### config.mk
export PLATFORM = sky130hd
export DESIGN_NAME = pulse_event_arbiter
export DESIGN_NICKNAME = d
export VERILOG_FILES = /design/src/rtl/pulse_arb_pkg.sv /design/src/rtl/pulse_event_arbiter_rr_pick.sv /design/src/rtl/pulse_event_arbiter.sv
export SDC_FILE = /design/constraint.sdc
export NUM_CORES = 1
export LEC_CHECK = 0
export BUFFER_PORTS_ARGS = -buffer_cell sky130_fd_sc_hd__buf_2
export CORE_ASPECT_RATIO = 0.6
export CORE_UTILIZATION = 48
export DETAILED_ROUTE_END_ITERATION = 8
export RECOVER_POWER = 25
export SYNTH_ARGS = -nofsm -noshare
export SYNTH_HDL_FRONTEND = slang
export SYNTH_HIERARCHICAL = 1
export SYNTH_SLANG_ARGS = --single-unit
### constraint.sdc
create_clock -name clk -period 33.4 [get_ports clk]
set_clock_uncertainty 0.05 [all_clocks]
set_input_delay 6.68 -clock clk [delete_from_list [all_inputs] [get_ports clk]]
set_output_delay 6.68 -clock clk [all_outputs]
set_load 0.01 [all_outputs]
### src/rtl/pulse_arb_pkg.sv
// Shared constants, FSM state type and index helper for the pulse event arbiter.
package pulse_arb_pkg;

  localparam int N     = 18;  // number of pulse channels
  localparam int IDX_W = 5;   // width of a channel index

  typedef enum logic {
    IDLE  = 1'b0,
    OFFER = 1'b1
  } state_e;

  // Next channel index with an explicit wrap at N-1; N is not a power of two,
  // so the natural 2^IDX_W rollover would produce out-of-range indices.
  function automatic logic [IDX_W-1:0] idx_inc(input logic [IDX_W-1:0] i);
    if (i == IDX_W'(N - 1)) return '0;
    return i + 1'b1;
  endfunction

endpackage

### src/rtl/pulse_event_arbiter_rr_pick.sv
// Combinational round-robin picker: first set request strictly after `last`,
// searching upward with wraparound modulo N.
module rr_pick
  import pulse_arb_pkg::*;
(
  input  logic [N-1:0]     req,
  input  logic [IDX_W-1:0] last,
  output logic             any,
  output logic [IDX_W-1:0] idx
);

  // Walk last+1, last+2, ... (N steps, ending on last itself); first hit wins.
  always_comb begin
    logic [IDX_W-1:0] p;
    any = 1'b0;
    idx = '0;
    p   = last;
    for (int k = 0; k < N; k++) begin
      p = idx_inc(p);
      if (req[p] && !any) begin
        any = 1'b1;
        idx = p;
      end
    end
  end

endmodule

### src/rtl/pulse_event_arbiter.sv
// Latches one-cycle event pulses from N channels as pending requests and
// serializes them onto one valid/ready event port in round-robin order.
// A pulse on a channel that is already pending (and not being accepted in
// that same cycle) is a lost event and sets the sticky overrun flag.
module pulse_event_arbiter
  import pulse_arb_pkg::*;
(
  input  logic             clk,
  input  logic             reset,
  input  logic [N-1:0]     pulse,
  input  logic             ev_ready,
  input  logic             clr_overrun,
  output logic             ev_valid,
  output logic [IDX_W-1:0] ev_idx,
  output logic [N-1:0]     pending,
  output logic             overrun
);

  state_e           state_q, state_d;
  logic [IDX_W-1:0] idx_q, idx_d;
  logic [IDX_W-1:0] last_q, last_d;
  logic [N-1:0]     pend_q, pend_d;
  logic             ovr_q, ovr_d;
  logic [N-1:0]     clr_vec;
  logic             accept;
  logic             pick_any;
  logic [IDX_W-1:0] pick_idx;

  rr_pick u_pick (
    .req  (pend_q),
    .last (last_q),
    .any  (pick_any),
    .idx  (pick_idx)
  );

  // State and datapath registers; reset drops every pending event at once.
  always_ff @(posedge clk or posedge reset) begin
    if (reset) begin
      state_q <= IDLE;
      idx_q   <= '0;
      last_q  <= IDX_W'(N - 1);
      pend_q  <= '0;
      ovr_q   <= 1'b0;
    end else begin
      state_q <= state_d;
      idx_q   <= idx_d;
      last_q  <= last_d;
      pend_q  <= pend_d;
      ovr_q   <= ovr_d;
    end
  end

  // Next-state: grant from IDLE when anything is pending, return on acceptance.
  always_comb begin
    state_d = state_q;
    case (state_q)
      IDLE:  if (pick_any) state_d = OFFER;
      OFFER: if (ev_ready) state_d = IDLE;
    endcase
  end

  // Pending/overrun update, grant capture and round-robin pointer advance.
  always_comb begin
    accept  = (state_q == OFFER) && ev_ready;
    clr_vec = '0;
    if (accept) clr_vec[idx_q] = 1'b1;
    // A pulse in the accepting cycle re-arms its own bit as a fresh event.
    pend_d  = (pend_q & ~clr_vec) | pulse;
    // Set dominates a simultaneous clear.
    ovr_d   = (|(pulse & pend_q & ~clr_vec)) | (ovr_q & ~clr_overrun);
    idx_d   = idx_q;
    last_d  = last_q;
    if (state_q == IDLE && pick_any) idx_d = pick_idx;
    if (accept) last_d = idx_q;
  end

  assign ev_valid = (state_q == OFFER);
  assign ev_idx   = idx_q;
  assign pending  = pend_q;
  assign overrun  = ovr_q;

endmodule

==> results.md, run 1 <==
- Storage cell area: 753 um2
- Vias/cell: 6.91
- CTS H-tree depth: 2
- Worst-skew pair later-pin latency: 0.27 ns
- RSZ-0062 raised after global routing: no
- I/O pin count: 47
- Post-CTS Setup Bufs: 0
- Drt wl/cell: 22.5 um
- Unique masters post-synth: 128
- Rows: 39
- Cells after Synth: 1299
- Mapped Area: 0.00971 mm2
- Setup CP Type: flop to flop
- Wire length of the first global-routing pass: 55200 um
- TritonCTS clock tree: yes
- Worst Path Arrival: 18.52 ns
- FF-to-FF Start: last_q[1]
- Yosys warnings: 6
- Status: finished with violations
- Vias: 10.7k
- Post-Syn Nets: 1357
- Grt ovf: 0
- Slew Viols, Final: 31
- Flops & latches, synth: 30
- Final Hold Fails: 0
- I/O Buffers: 46
- Nets@finish: 1346
- Hold path startpoint: last_q[1]
- # setup viols final: 0
- FMAX: 54.3 MHz
- Maxcap violations: 1
- Routability Congestion: 0.921
- Worst hold-check path type: flop to flop
- Initial drt markers: 1382
- Share of layout cells above drive strength 1: 0.156
- Initial antenna violation count: 1
- Synth async-reset ratio: 1.00
- Sink Count: 30
- Multi-input logic area: 0.00831 mm2
- Post-CTS Hold Fix Bufs: 0
- Die ar.: 0.0208 mm2
- Clk root buf: clkbuf_16
- PostCTS Resize Cnt: 0
- Critical Path Sink Type: flop
- CP startpoint: last_q[1]
- Core box area: 0.0194 mm2
- Most frequent CP cell: ha_1
- Failing checks: max-capacitance violations, max-slew violations
- Top FF cell, synth: dfrtp_1
- Area Growth Syn to Fin: 4.94%
- Worst-Margin Slew: 1.60 ns
- Minimum clock period: 18.42 ns
- Synth Area per Inst: 7.47 um2
- Register clock-pin slew on the reported worst setup and hold paths: 0.05 ns
- Final WL: 35000 um
- Die Span X: 186 um
- DP HPWL: 25500 um
- Post-route DRC: 0
- Number of buffers created by CTS: 5
- Final TNS setup: 0 ns
- Worst path slowest cell: a21boi_1
- Worst path max stage delay: 0.95 ns
- Initial Util: 0.500
- CP required: 33.50 ns
- Die Ht: 112 um
- Pin count of the biggest net entering global routing: 31
- CP startpoint kind: flop
- Vias in the first global route: 9708
- Register area share after synthesis: 0.0776
- Detail Route Antenna Nets: 0
- Fin crit share: 0.551
- Router iterations before antenna repair: 6
- Total GRT Usage: 0.335
- Clock Path Buffers: 2
- Number of synthesized flops with an enable pin: 0
- Layout fillers: 1928
- Worst-path fanout max: 17
- Slew HR: -0.0694
==> worst max-delay path, delay by kind of cell, from the launching register on <==
family	cells	cell delay, ns
AOI/OAI and AO/OA	11	3.98
adders and majority gates	15	5.72
buffers and inverters	13	2.34
DFF	1	0.43
muxes	1	0.40
and+or+nand+nor	15	5.38
==> worst paths after layout <==
check / endpoint / slack, ns / depth (start not counted)
setup / recovery: ev_idx[2] / 14.98 / 55
hold / removal: last_q[1] / 0.60 / 1
setup reg to reg: ev_idx[2] / 14.98 / 55
hold reg to reg: last_q[1] / 0.60 / 1
max in group asynchronous: pending[15] / 25.46 / 3
min in group asynchronous: pending[17] / 6.91 / 3
==> cell usage in the layout (no fill, tap or decap), types with 28 or more instances in the layout <==
cell type	count
mux2i_1	118
buf_2	46
a21oi_1	68
nand2_1	194
nand3_1	40
inv_1	56
dfrtp_1	28
o21ai_0	42
a211oi_1	35
nor2_1	55
ha_1	36
nor3_1	29
==> synthesized netlist by cell type (all sizes together), types with 10 or more instances <==
| master | number | area, um2 |
|---|---|---|
| nand2 | 197 | 752 |
| mux2i | 119 | 1190 |
| a21oi | 74 | 393 |
| inv | 57 | 214 |
| nor2 | 56 | 218 |
| clkbuf | 55 | 208 |
| o21ai | 55 | 287 |
| a211oi | 48 | 433 |
| nand3 | 41 | 210 |
| ha | 36 | 450 |
| buf | 35 | 203 |
| nor3 | 34 | 195 |
| xnor2 | 31 | 354 |
| dfrtp | 28 | 701 |
| a21o | 26 | 203 |
| and2 | 26 | 166 |
| and3 | 25 | 161 |
| a31oi | 22 | 138 |
| mux2 | 22 | 248 |
| o211ai | 16 | 125 |
| nor2b | 15 | 93.8 |
| a2111oi | 13 | 180 |
| a221oi | 13 | 138 |
| o2111ai | 12 | 111 |
| a311oi | 11 | 115 |
| nand4 | 11 | 75.1 |
| o22ai | 11 | 68.8 |
| a221o | 10 | 100 |
| nor3b | 10 | 85.1 |
==> area by class of cell <==
class / count / share of cell area
multi-input cells: 1117 / 0.816
flip-flops and latches: 30 / 0.0740
repair buffers: 72 / 0.0414
well taps: 266 / 0.0327
inverters: 62 / 0.0229
clock buffers: 7 / 0.0130
diodes: 1 / 0.000246
==> through the flow <==
step | hold slack, ns | area [um2] | setup WS (ns) | std cells | util
finish | 0.596 | 10200 | 14.98 | 1555 | 0.524
global route | 0.629 | 10200 | 13.63 | 1555 | 0.524
CTS | 0.597 | 10200 | 15.30 | 1554 | 0.524
detailed placement | 0.586 | 10100 | 15.36 | 1547 | 0.518
global placement | 0.555 | 10100 | 16.09 | 1547 | 0.518
floorplan | 0.424 | 9710 | 17.91 | 1299 | -
==> cells by family after synthesis <==
| kind of cell | synth area share |
|---|---|
| flops | 0.0776 |
| simple gates | 0.253 |
| xor+xnor | 0.0464 |
| compound gates | 0.340 |
| fa+ha+maj | 0.0474 |
| buf+inv | 0.0663 |
| mux | 0.170 |
==> layer usage <==
layer  GRT usage  part of all wire
met1       0.544              0.49
met2       0.429              0.37
met3      0.0805              0.12
met4      0.0607             0.013
met5           0                 0
==> registers in the layout, indices dropped and copies added, names as in the netlist <==
| signal | count |
|---|---|
| pending | 18 |
| ev_idx | 5 |
| last_q | 5 |
| ev_valid | 1 |
| overrun | 1 |
Power of run 1 is left out: the tool's default activity adds up to more than one toggle a clock period on the data nets, which glitch-free logic cannot reach.
==> inputs of run 2 (changes only) <==
- ABC_AREA: default -> 1
- PLACE_DENSITY: default -> 0.65
- clock period: 33.4 -> 17.6 ns (I/O delays scaled with it)
==> run 2 against run 1 <==
  * The run still ends with max-capacitance violations, max-slew violations left
  * Die area is 15% lower
  * Setup slack lost 13 ns
  * Cell count is 8.2% higher
  * Largest cell class unchanged
  * Routed wire length decreased by 8.4%
  * Critical path type unchanged
  * Critical path depth grew 18
  * Hold slack lost 0.12 ns
==> results.md, run 2 <==
- Status: finished with violations
- Failing checks: max-capacitance violations, max-slew violations
- Die Span X: 171 um (-7.8%)
- Worst Reg-to-Reg Cells: 73 (+33%)
- Post-CTS Hold Fix Bufs: 0 (unchanged)
- Clock Path Buffers: 2 (unchanged)
- FMAX: 62.2 MHz (+15%)
- I/O Buffers: 46 (unchanged)
- Grt ovf: 0 (unchanged)
- CP required: 17.69 ns (-15.81 ns)
- Worst hold endpoint: last_q[4]
- RSZ-0062 raised after global routing: no
- Register clock-pin slew on the reported worst setup and hold paths: 0.05 ns (about the same)
- Synth Area per Inst: 5.78 um2 (-23%)
- Storage cell area: 753 um2 (unchanged)
- CTS H-tree depth: 2 (unchanged)
- Layout fillers: 1728 (-10%)
- Worst hold-check path type: flop to flop
- Synth async-reset ratio: 1.00 (unchanged)
- Synth top cells by count: nand2_1, nand3_1, nor2_1, inv_1, o21ai_0
- Worst Path Arrival: 16.18 ns (-2.34 ns)
- Worst-path fanout max: 18 (+1)
- Total GRT Usage: 0.364 (+0.0289)
- # setup viols final: 0 (unchanged)
- Nets@finish: 1511 (+12%)
- Wire length of the first global-routing pass: 49300 um (-11%)
- Rows: 36 (-7.7%)
- Number of buffers created by CTS: 5 (unchanged)
- Final WL: 32000 um (-8.4%)
- Most common cell after layout, fill and taps aside: nand2_1
- Vias in the first global route: 8681 (-11%)
- Max reg flops: 18 (unchanged)
- Number of synthesized flops with an enable pin: 0 (unchanged)
- Initial drt markers: 1642 (+19%)
- Yosys warnings: 6 (unchanged)
- Initial antenna violation count: 0 (-1)
- Slew Viols, Final: 31 (unchanged)
- Die ar.: 0.0177 mm2 (-15%)
- Critical Path Sink Type: flop
- Setup CP Type: flop to flop
- Unique masters post-synth: 57 (-55%)
- Cells after Synth: 1424 (+9.6%)
- Worst-Margin Slew: 1.64 ns (+0.0312 ns)
- Vias: 10.2k (-5.4%)
- Sink Count: 30 (unchanged)
- Mapped Area: 0.00823 mm2 (-15%)
- Hold-critical path depth: 2 (+1)
- Top cells by area, synth: nand2_1, nand3_1, dfrtp_1
- Flops & latches, synth: 30 (unchanged)
- Die Ht: 103 um (-7.8%)
- Post-route DRC: 0 (unchanged)
- Flop2flop setup slack: 1.51 ns (-13.47 ns)
- Clk root buf: clkbuf_16
- Maxcap violations: 1 (unchanged)
- Share of layout cells above drive strength 1: 0.184 (+0.0276)
- Area Growth Syn to Fin: 7.84%
- Worst path max stage delay: 0.64 ns (-0.31 ns)
- Post-synth top area share: 0.138 (+0.0165)
- Minimum clock period: 16.09 ns (-2.33 ns)
- I/O pin count: 47 (unchanged)
- Most frequent cells in the layout: nand2_1, nand3_1, nor2_1, inv_1, o21ai_0
- Worst path slowest cell: dfstp_2
- Initial Util: 0.499 (about the same)
- FF-to-FF Start: last_q[0]
- Pin count of the biggest net entering global routing: 31 (unchanged)
- Final Hold Fails: 0 (unchanged)
- Worst R2R End: ev_valid
- Top FF cell, synth: dfrtp_1
- Routability Congestion: 1.01 (+9.7%)
- Hold path startpoint: last_q[4]
- CP startpoint kind: flop
- Slew HR: -0.0902 (-0.0208)
- TritonCTS clock tree: yes
- Fin crit share: 0.914 (+0.362)
- DP HPWL: 24200 um (-4.9%)
- Ant. Diodes: 0 (-1)
- Detail Route Antenna Nets: 0 (unchanged)
- Post-CTS Setup Bufs: 0 (unchanged)
- Largest area contributor in the netlist: nand2_1
- Router iterations before antenna repair: 6 (unchanged)
- Vias/cell: 6.04 (-13%)
- Worst-skew pair later-pin latency: 0.28 ns (about the same)
- Register area share after synthesis: 0.0915 (+0.0139)
- Final TNS setup: 0 ns (unchanged)
- Core box area: 0.0165 mm2 (-15%)
- Post-Syn Nets: 1482 (+9.2%)
- Most frequent CP cell: inv_1
- Drt wl/cell: 19.1 um (-15%)
- Top-count cell post-synth: nand2_1
- Multi-input logic area: 0.00665 mm2 (-20%)
run 2: cell types whose count changed after synthesis, moves of 24 or more:
cell	delta
and2_1	-24
inv_1	+66
inv_2	+41
mux2i_1	-118
nand2_1	+109
nand2_2	+40
nand3_1	+108
nor2_1	+92
nor2_2	+28
nor2_4	+25
o211ai_1	+39
o21ai_0	+74
run 2: cell type report:
| cell class | count | area share |
|---|---|---|
| clock buffers | 7 | 0.0161 |
| clock inverters | 1 | 0.000564 |
| inverters | 177 | 0.0758 |
| multi-input cells | 1174 | 0.749 |
| flip-flops and latches | 30 | 0.0848 |
| well taps | 228 | 0.0321 |
| repair buffers | 65 | 0.0416 |
run 2: critical path: cells and delay by family, from the launching register on:
kind,cells,cell delay (ns)
AOI/OAI and AO/OA,1,0.14
xor gates and xnor gates,1,0.25
DFF,1,0.64
adders and majority gates,17,5.77
and+or+nand+nor,23,4.84
buffers and inverters,31,4.21
run 2: how the worst max path moves through the flow:
stage	from	slack [ns]	cells past startpoint	end
CTS	last_q[1]	1.32	77	ev_valid
global placement	last_q[1]	2.16	77	ev_valid
detailed placement	last_q[1]	1.34	77	ev_valid
floorplan	last_q[1]	3.60	86	ev_idx[0]
finish	last_q[0]	1.51	73	ev_valid
global route	last_q[1]	0.12	78	ev_idx[0]
run 2: cell families (layout without fill, tap and decap cells):
kind of cell             after synthesis  count (layout)  synth area share
flip-flops                            30              30            0.0915
AND/OR/NAND/NOR                      802             803             0.499
AO/OA/AOI/OAI                        332             332             0.245
XOR/XNOR                               3               3           0.00639
adder cells (fa/ha/maj)               36              36            0.0547
buffers and inverters                221             250             0.103
run 2: timing repair:
action	in CTS	in global routing
hold endpoints to repair	0	0
resized for setup	0	4
setup endpoints to repair	0	6
run 2: per-stage QoR:
stage / setup slack, ns / cells / instance area [um2] / utilization / hold slack [ns]
after CTS: 1.32 / 1681 / 8860 / 0.537 / 0.475
final: 1.51 / 1682 / 8880 / 0.538 / 0.473
after global placement: 2.16 / 1673 / 8710 / 0.529 / 0.470
after global routing: 0.119 / 1682 / 8880 / 0.538 / 0.529
after floorplan: 3.60 / 1424 / 8230 / - / 0.435
after detailed placement: 1.34 / 1673 / 8710 / 0.529 / 0.468
run 2: routing by layer:
layer	global-route usage	up-vias	routed length, um
li1	-	4934	-
met2	0.480	684	11600
met1	0.576	4500	15400
met5	0	-	0
met3	0.0818	45	4400
met4	0.0762	0	554
Power of run 2 is left out for the same reason.
==> inputs of run 3 (changes only) <==
- BUFFER_PORTS_ARGS: -buffer_cell sky130_fd_sc_hd__buf_2 -> default
- CAP_MARGIN: default -> 5
- DONT_BUFFER_PORTS: default -> 1
- PLACE_DENSITY: 0.65 -> default
==> run 3 against run 2 <==
  * The run still ends with max-capacitance violations, max-slew violations left
  * Design area decreased by 2.3%
  * Fmax increased by 0.49%
  * Register-to-register slack gained 0.08 ns
  * Non-clock buffer count decreased by 43
  * Die area unchanged
  * Sequential share of layout area up 0.20 points
  * First-iteration DRC count grew 8.8%
  * Setup slack better by 0.079 ns
  * Clock-buffer cell count down 2
  * Cell count is 2.6% lower
  * Critical path type unchanged
  * Highest routed layer unchanged
==> results.md, run 3 (synthesized netlist as in run 2, its figures left out) <==
- Area Growth Syn to Fin: 5.32%
- Met1 Resource Use GR: 0.581 (+0.00448)
- Routability Congestion: 0.990 (-2.0%)
- Clock Path Buffers: 2 (unchanged)
- Worst Hold Slack: 0.476 ns (+0.00300 ns)
- DP HPWL: 23900 um (-1.4%)
- Detail Route Antenna Nets: 0 (unchanged)
- CP required: 17.69 ns (about the same)
- RSZ-0062 raised after global routing: no
- Die ar.: 0.0177 mm2 (unchanged)
- I/O pin count: 47 (unchanged)
- Core box area: 0.0165 mm2 (unchanged)
- Most common cell after layout, fill and taps aside: nand2_1
- Critical Path Sink Type: flop
- TritonCTS clock tree: yes
- Slew Viols, Final: 31 (unchanged)
- Final WL: 31900 um (-0.43%)
- CTS H-tree depth: 2 (unchanged)
- Final TNS setup: 0 ns (unchanged)
- Initial drt markers: 1786 (+8.8%)
- Most frequent cells in the layout: nand2_1, nand3_1, nor2_1, inv_1, o21ai_0
- Worst-Margin Slew: 1.72 ns (+0.0813 ns)
- Worst path max stage delay: 0.60 ns (-0.04 ns)
- Grt met3 use: 0.0841 (+0.00228)
- Rows: 36 (unchanged)
- Post-route DRC: 0 (unchanged)
- I/O Buffers: 0 (-100%)
- Setup CP Type: flop to flop
- CP startpoint kind: flop
- Grt ovf: 0 (unchanged)
- Die Span X: 171 um (unchanged)
- FMAX: 62.5 MHz (+0.49%)
- Vias/cell: 6.13 (+1.4%)
- Wire length of the first global-routing pass: 49300 um (-0.14%)
- Initial Util: 0.499 (unchanged)
- Register clock-pin slew on the reported worst setup and hold paths: 0.05 ns (about the same)
- Router iterations before antenna repair: 6 (unchanged)
- Die Ht: 103 um (unchanged)
- Sink Count: 30 (unchanged)
- Final Hold Fails: 0 (unchanged)
- Failing checks: max-capacitance violations, max-slew violations
- Fin crit share: 0.909 (-0.00450)
- Initial antenna violation count: 0 (unchanged)
- Busiest grt layer: met1
- Slew HR: -0.144 (-0.0542)
- FF-to-FF Start: last_q[0]
- Hold path startpoint: last_q[4]
- Status: finished with violations
- Vias in the first global route: 8486 (-2.2%)
- Pin count of the biggest net entering global routing: 31 (unchanged)
- Post-CTS Hold Fix Bufs: 0 (unchanged)
- Worst-skew pair later-pin latency: 0.28 ns (about the same)
- Total GRT Usage: 0.366 (+0.00231)
- Share of layout cells above drive strength 1: 0.157 (-0.0262)
- Number of buffers created by CTS: 5 (unchanged)
- # setup viols final: 0 (unchanged)
- Worst Path Arrival: 16.10 ns (-0.08 ns)
- Met2 Use GR: 0.488 (+0.00813)
- Max reg flops: 18 (unchanged)
- Clk root buf: clkbuf_16
- Vias: 10.0k (-1.3%)
- Drt wl/cell: 19.5 um (+2.2%)
- Minimum clock period: 16.01 ns (-0.0792 ns)
- Maxcap violations: 1 (unchanged)
- Ant. Diodes: 0 (unchanged)
- Worst hold-check path type: flop to flop
- CP startpoint: last_q[0]
- Worst-path fanout max: 20 (+2)
- Nets@finish: 1467 (-2.9%)
- Worst path slowest cell: dfstp_2
- Most frequent CP cell: inv_1
## run 3: worst paths after layout
kind / endpoint / slack (ns) / cells after the start
min reg2reg: last_q[4] / 0.48 / 2
min: last_q[4] / 0.48 / 2
max in group asynchronous: last_q[1] / 12.82 / 2
max: ev_valid / 1.59 / 77
max reg2reg: ev_valid / 1.59 / 77
min in group asynchronous: pending[16] / 3.68 / 2
## run 3: per-layer routing
| metal | vias to the layer above | wire [um] |
|---|---|---|
| li1 | 4822 | - |
| met1 | 4500 | 15200 |
| met2 | 665 | 11700 |
| met3 | 47 | 4560 |
| met4 | 0 | 452 |
| met5 | - | 0 |
## run 3: final cells by class
cell class	count	area, um2
Inverter	177	669
Multi-Input combinational cell	1173	6640
Timing Repair Buffer	22	161
Sequential cell	30	753
Tap cell	228	285
Fill cell	1724	7820
Clock buffer	5	125
Clock inverter	3	40.0
## run 3: timing repair
| item | CTS | global route |
|---|---|---|
| resized for setup | 0 | 1 |
| setup endpoints to repair | 0 | 6 |
| hold endpoints to repair | 0 | 0 |
| buffers inserted | 0 | 0 |
## run 3: through the flow
step / worst slack, ns / util / cell area, um2 / cells
2_1_floorplan: 3.60 / - / 8230 / 1424
3_3_place_gp: 2.54 / 0.516 / 8510 / 1630
3_5_place_dp: 1.86 / 0.516 / 8510 / 1630
4_1_cts: 1.79 / 0.526 / 8670 / 1638
5_1_grt: 0.155 / 0.526 / 8670 / 1638
6_report: 1.59 / 0.526 / 8670 / 1638
## run 3: worst max-delay path, delay by kind of cell (launching register included)
kind / cells / cell delay, ns
fa+ha+maj: 17 / 5.59
simple gates: 25 / 4.70
buf+inv: 33 / 4.52
flops: 1 / 0.60
xor+xnor: 1 / 0.23
compound gates: 1 / 0.15
Power of run 3 is left out for the same reason.
